==> config.mk <==
export PLATFORM = sky130hd
export DESIGN_NAME = alu_result_stage
export DESIGN_NICKNAME = d
export VERILOG_FILES = /design/src/rtl/alu_pkg.sv /design/src/rtl/alu_flag_gen.sv /design/src/rtl/alu_result_stage.sv
export SDC_FILE = /design/constraint.sdc
export NUM_CORES = 1
export LEC_CHECK = 0
export CAP_MARGIN = 20
export CORE_AREA = 2 2 80 82
export DETAILED_ROUTE_END_ITERATION = 6
export DIE_AREA = 0 0 82 84
export HOLD_SLACK_MARGIN = 0.02
export PLACE_DENSITY = 0.8
export SLEW_MARGIN = 20
export SYNTH_ARGS = -nofsm -noshare
export SYNTH_HDL_FRONTEND = slang
export SYNTH_SLANG_ARGS = --single-unit
==> constraint.sdc <==
create_clock -name clk -period 4.1 [get_ports clk]
set_input_delay 0.41 -clock clk [delete_from_list [all_inputs] [get_ports clk]]
set_output_delay 0.41 -clock clk [all_outputs]
set_load 0.05 [all_outputs]
==> src/rtl/alu_pkg.sv <==
// alu_pkg: opcodes, output-register states, width and opcode helpers for the ALU result stage
package alu_pkg;
  localparam int ALU_WIDTH = 16;
  typedef enum logic [2:0] {
    OP_NOP  = 3'd0,
    OP_CLR  = 3'd1,
    OP_LOAD = 3'd2,
    OP_XOR  = 3'd3,
    OP_XNOR = 3'd4,
    OP_EMIT = 3'd5
  } alu_op_e;
  typedef enum logic {ST_EMPTY, ST_FULL} out_state_e;
  function automatic logic is_legal_op(input logic [2:0] op);
    return op <= OP_EMIT;
  endfunction
  function automatic logic emits_beat(input logic [2:0] op);
    return op != OP_NOP && is_legal_op(op);
  endfunction
endpackage

==> src/rtl/alu_flag_gen.sv <==
// alu_flag_gen: zero/parity flags of the next beat value; parity only with ALU_PARITY_EN
module alu_flag_gen #(
  parameter int WIDTH = 16
) (
  input  logic [WIDTH-1:0] data,
  output logic             zero
`ifdef ALU_PARITY_EN
  , output logic           parity
`endif
);
  assign zero = data == '0;
`ifdef ALU_PARITY_EN
  assign parity = ^data;
`endif
endmodule

==> src/rtl/alu_result_stage.sv <==
// alu_result_stage: accumulator plus valid/ready result register with flags and beat counter
// Optional flag_parity output and register exist only when ALU_PARITY_EN is defined.
module alu_result_stage
  import alu_pkg::*;
#(
  parameter int WIDTH = ALU_WIDTH
) (
  input  logic             clk,
  input  logic             rst_n,
  input  logic             in_valid,
  output logic             in_ready,
  input  logic [2:0]       opcode,
  input  logic [WIDTH-1:0] xor_result,
  input  logic [WIDTH-1:0] xnor_result,
  input  logic [WIDTH-1:0] load_data,
  output logic [WIDTH-1:0] acc,
  output logic             out_valid,
  input  logic             out_ready,
  output logic [WIDTH-1:0] out_data,
  output logic             flag_zero,
`ifdef ALU_PARITY_EN
  output logic             flag_parity,
`endif
  output logic             flag_err,
  output logic [7:0]       beat_cnt
);
  out_state_e       state_q, state_d;
  logic [WIDTH-1:0] acc_q, acc_d, out_data_q, out_data_d;
  logic             flag_zero_q, flag_zero_d, flag_err_q, flag_err_d;
  logic [7:0]       beat_cnt_q, beat_cnt_d;
  logic             accept, beat, out_xfer, nxt_zero;
`ifdef ALU_PARITY_EN
  logic             flag_parity_q, flag_parity_d, nxt_parity;
`endif

  assign out_valid = state_q == ST_FULL;
  assign in_ready  = !out_valid || out_ready;
  assign accept    = in_valid && in_ready;
  assign beat      = accept && emits_beat(opcode);
  assign out_xfer  = out_valid && out_ready;

  // flags are taken from the value the accumulator is about to hold
  alu_flag_gen #(.WIDTH(WIDTH)) u_flags (
    .data (acc_d),
    .zero (nxt_zero)
`ifdef ALU_PARITY_EN
    , .parity (nxt_parity)
`endif
  );

  always_comb begin
    state_d = state_q;
    if (beat) state_d = ST_FULL;
    else if (out_xfer) state_d = ST_EMPTY;
  end

  always_comb begin
    acc_d = !accept            ? acc_q :
            opcode == OP_CLR   ? '0 :
            opcode == OP_LOAD  ? load_data :
            opcode == OP_XOR   ? xor_result :
            opcode == OP_XNOR  ? xnor_result : acc_q;
    out_data_d  = beat ? acc_d : out_data_q;
    flag_zero_d = beat ? nxt_zero : flag_zero_q;
    flag_err_d  = !accept              ? flag_err_q :
                  !is_legal_op(opcode) ? 1'b1 :
                  opcode == OP_CLR     ? 1'b0 : flag_err_q;
    beat_cnt_d  = out_xfer ? beat_cnt_q + 8'd1 : beat_cnt_q;
  end

`ifdef ALU_PARITY_EN
  assign flag_parity_d = beat ? nxt_parity : flag_parity_q;
  always_ff @(posedge clk or negedge rst_n)
    if (!rst_n) flag_parity_q <= 1'b0;
    else flag_parity_q <= flag_parity_d;
  assign flag_parity = flag_parity_q;
`endif

  always_ff @(posedge clk or negedge rst_n) begin
    if (!rst_n) begin
      state_q     <= ST_EMPTY;
      acc_q       <= '0;
      out_data_q  <= '0;
      flag_zero_q <= 1'b0;
      flag_err_q  <= 1'b0;
      beat_cnt_q  <= '0;
    end else begin
      state_q     <= state_d;
      acc_q       <= acc_d;
      out_data_q  <= out_data_d;
      flag_zero_q <= flag_zero_d;
      flag_err_q  <= flag_err_d;
      beat_cnt_q  <= beat_cnt_d;
    end
  end

  assign acc       = acc_q;
  assign out_data  = out_data_q;
  assign flag_zero = flag_zero_q;
  assign flag_err  = flag_err_q;
  assign beat_cnt  = beat_cnt_q;
endmodule

# == After elaboration in Yosys (flattened, before gate mapping) ==
# Cells that the tools add are included.
# word_totals
reg_bits,43
out_inout_bits,44
wordCells,32
# classes
n_addsub,1
order_cmp,1
n_eq_ne,5
muxes,9
reduce_logical,10
# ops
cell,count
$mux 16,5
$logic_not 16->1,1
$add 8x1->8 const B,1
$eq 3x2->1 const B,2
$logic_and 1x1->1,4
$mux 1,4
$eq 3x1->1 const B,1
$eq 3x3->1 const B,1
$le 3x3->1 const B,1
$reduce_bool 3->1,1
$ne 2x2->1 const B,1
$reduce_and 2->1,1
$reduce_bool 2->1,1
$logic_not 1->1,1
$logic_or 1x1->1,1

# == Longest topological paths before layout ==
# logic_depth
ltp_word,7
depth_mapped,8
depth_no_buf,7

# == Modules after synthesis ==
# From an unflattened synthesis, not the netlist that was laid out.
# hier_totals
cells_unflattened,265
hier_area_um2,2856.5
# modules_own_cells
mod,instances,cells_each,area_per_inst_um2,seq_area_each_um2
alu_result_stage,1,260,2822.7,1076.0
alu_flag_gen,1,5,33.8,0.0

# == Worst setup path before layout ==
# Ideal clock, no wire load.
# synth_path
path_type,reg2reg
from,register state_q (netlist: out_valid)
to,register flag_zero_q (netlist: flag_zero)
setup_ns,0.092
arrival_ns,2.495
slack_ns,1.513
stages_incl_launch_ff,8
path_buffers,1
period_less_slack_ns,2.587
cell_sequence,dfrtp_1 nor2b_1 or3_1 clkbuf_1 o32a_1 o31a_1 a2111o_1 o31ai_2
# synth_via
elab_chain_len,5
elab_cells_between_ends,6
# synth_lines
item,line_no,rtl
from (decl),alu_result_stage.sv:27,"out_state_e state_q, state_d;"
from (signal assigned),alu_result_stage.sv:88,state_q <= state_d;
$logic_not 1->1 *,alu_result_stage.sv:37,assign in_ready = !out_valid || out_ready;
$logic_or 1x1->1 *,alu_result_stage.sv:37,
$logic_and 1x1->1 *,alu_result_stage.sv:38,assign accept = in_valid && in_ready;
$mux 16,alu_result_stage.sv:58,acc_d = !accept ? acc_q :
$logic_not 16->1,alu_flag_gen.sv:11,assign zero = data == '0;
to (signal assigned),alu_result_stage.sv:91,flag_zero_q <= flag_zero_d;
to (decl),alu_result_stage.sv:29,"logic flag_zero_q, flag_zero_d, flag_err_q, flag_err_d;"
# Mark *: on every way between the ends. The rest lies on a longest branch, timed or not.
# A chain may end at the register's enable or synchronous reset.

# == Worst setup path after layout ==
# layout_path
from,input opcode[1]
to,register flag_zero_q (netlist: flag_zero)
# layout_via
elab_chain_len,7
elab_cells_between_ends,14
# layout_lines
item,line_no,rtl
from (decl),alu_result_stage.sv:12,"input logic [2:0] opcode,"
$eq 3x3->1,alu_result_stage.sv:62,opcode == OP_XNOR ? xnor_result : acc_q;
$mux 16,alu_result_stage.sv:62,
$mux 16,alu_result_stage.sv:61,opcode == OP_XOR ? xor_result :
$mux 16,alu_result_stage.sv:60,opcode == OP_LOAD ? load_data :
$mux 16,alu_result_stage.sv:59,opcode == OP_CLR ? '0 :
$mux 16,alu_result_stage.sv:58,
$logic_not 16->1,alu_flag_gen.sv:11,
# Several ways; a longest one is shown, not always the timed one.

==> impl_metrics.ini <==
[setup_path]
slowest_delay_ns = 0.53
crit_path_start = opcode[1]
cp-start-kind = input pin
critPathRequiredTime_ns = 4.32
cp_slowest_cell = or3b_1
worst-path-buf-inv = 2
crit_chain = clkdlybuf4s50_1 > buf_4 > or3b_1 > or3_4 > o32a_1 > o31a_1 > a2111o_1 > o31ai_2
reg2reg_depth = 8
end_kind = flop
crit_path_max_fanout = 30
critPathTopFamily = compound AO/OA/AOI/OAI gates
cp_num_cells = 8
worstSetupPathType = in -> reg
r2r_start = out_valid$_DFFE_PN0P_
worstPathArrival_ns = 3.06

[yosys]
synth_cells = 228
avgSynthCellArea_sq_um = 10.2
yosysSeqAreaShare_pct = 46.4
ys_async_sr_fraction_pct = 100
syn-num-nets = 284
syn_area_sq_um = 2320
synth_flop_cell = dfrtp_1
yosysWarnings = 0
synth_enable_flop_cells = 0
synth.distinct_cells = 53
ys_ff_latch = 43

[global_routing]
grt_util_all_layers_pct = 22.1
grt_max_degree = 44
first_global_vias = 2249
antenna_found_initial = 0
grt_first_pass_wirelength_mm = 11.6
overflow = 0

[placement]
pre_cts_ws_ns = 0.940
dpl.hpwl_mm = 5.45
gp_congestion = 0.883
port_buffers = 98

[timing]
slew_headroom_pct = 35.7
worst_slew_pin_slew_ns = 0.965
skew_ns = 0.0122
hold_viol = 0
finalCriticalPeriod_ns = 2.84
setup_ws_ns = 1.26
fin_crit_sh_pct = 69.3
maxSlewViolCount = 0
setup_viol = 0
tns_ns = 0
rsz0062_at_grt = no
fmax_ghz = 0.352

[die]
start_util_pct = 38.0
die-width_um = 82
core_region_area_sq_um = 6100
rows = 29
fp.dieArea_sq_um = 6890
die-height_um = 84
ios = 99

[cts]
ctsResizeCount = 0
cts_sinks = 43
cts_htree_levels = 2
clockRootBuffer = clkbuf_8
clk_pin_slew_ns = 0.09
tritoncts = yes
post_cts_buffers = 0
clock_path_buffers = 2
cts_buffers = 5
cts_hold_buf = 0
worstSkewPairLatency_ns = 0.31

[layout]
diodes = 0
utilization_pct = 57.3
multi_input_area_sq_um = 1170
fill_cells = 525
area_growth_pct = 50.8
drive_gt1_share_pct = 11.0
seqCellArea_sq_um = 1080
final_common_cell = clkdlybuf4s50_1
final_cell_mix = clkdlybuf4s50_1 (97), dfrtp_1 (43), nand2_1 (24), mux2_2 (14), nor2_1 (12)
nets = 382

[outcome]
status = complete, no violations

[route]
via_per_inst = 5.69
drt_iter0_drc = 180
drcViolationCount = 0
dr_total_vias = 2298
avgRoutedWirePerCell_um = 18.3
drtPass1Iterations = 6
ant_nets = 0
drt_wl_total_mm = 7.40

[job]
maxCapViolCount = 0

[pwr]
leakage_nw = 1.43
ir_drop_v = 0.000303
power.total_mw = 1.92
p_per_area_nw_per_um2 = 549

[hold_path]
hp-class = in -> async
[cell type report]
| class | count | area share, % |
|---|---|---|
| inverters | 8 | 0.859 |
| clock buffers | 7 | 2.76 |
| clock inverters | 1 | 0.215 |
| repair buffers | 104 | 29.2 |
| well taps | 77 | 2.76 |
| flip-flops and latches | 43 | 30.8 |
| multi-input cells | 164 | 33.4 |
[sequential cells by signal, summed over array words and instances (netlist names)]
name       cells
out_data      16
flag_err       1
out_valid      1
beat_cnt       8
acc           16
flag_zero      1
[synth_stat cells, drive strengths merged (3+ instances only)]
master,instances,area share [%]
nand4,3,0.81
dfrtp,43,46
o21ai,3,0.65
nand2,24,3.9
a221oi,9,3.4
xnor2,5,1.9
and3,5,1.3
mux2,14,6.8
a21oi,5,1.1
o22a,3,1.1
nor2,12,1.9
or4,3,0.97
a211oi,3,0.97
nor2b,3,0.81
inv,8,1.3
nand3,4,0.86
o32a,4,1.7
nand2b,9,2.4
o22ai,6,1.6
o21a,9,2.9
clkbuf,12,1.9
nor3b,3,0.97
[per-stage QoR]
stage	hold WS (ns)	area, sq um	instances
2_1_floorplan	0.114	2320	228
3_3_place_gp	0.455	3390	396
3_5_place_dp	0.456	3390	396
4_1_cts	0.285	3500	404
5_1_grt	0.341	3500	404
6_report	0.258	3500	404
[report_power, final]
| group | internal, mW | switching [mW] |
|---|---|---|
| logic | 0.364 | 0.610 |
| registers | 0.539 | 0.0961 |
| clock network | 0.153 | 0.155 |
[final timing paths]
check                                          endpoint  slack [ns]
worst max-delay path              flag_zero$_DFFE_PN0P_        1.26
worst min-delay path              flag_zero$_DFFE_PN0P_        0.26
worst max register to register    flag_zero$_DFFE_PN0P_        1.58
worst min register to register  beat_cnt[7]$_DFFE_PN0P_        0.47
max in group asynchronous       out_data[2]$_DFFE_PN0P_        3.24
min in group clk                beat_cnt[7]$_DFFE_PN0P_        0.47
[layer usage]
layer,track usage (%),wire [um]
met1,31.0,3140
met2,34.4,3550
met3,3.35,565
met5,0,0
met4,7.73,143
[kinds of logic (layout without fill, tap and decap cells)]
| group | after synthesis | in the layout | share of synthesized area [%] |
|---|---|---|---|
| simple gates | 75 | 75 | 17.0 |
| compound gates | 65 | 65 | 22.3 |
| flops | 43 | 43 | 46.4 |
| buf+inv | 21 | 120 | 3.45 |
| mux | 14 | 14 | 6.80 |
| xor+xnor | 7 | 7 | 2.64 |
| fa+ha+maj | 3 | 3 | 1.40 |
Note: power is estimated with default switching activity, not from simulation.
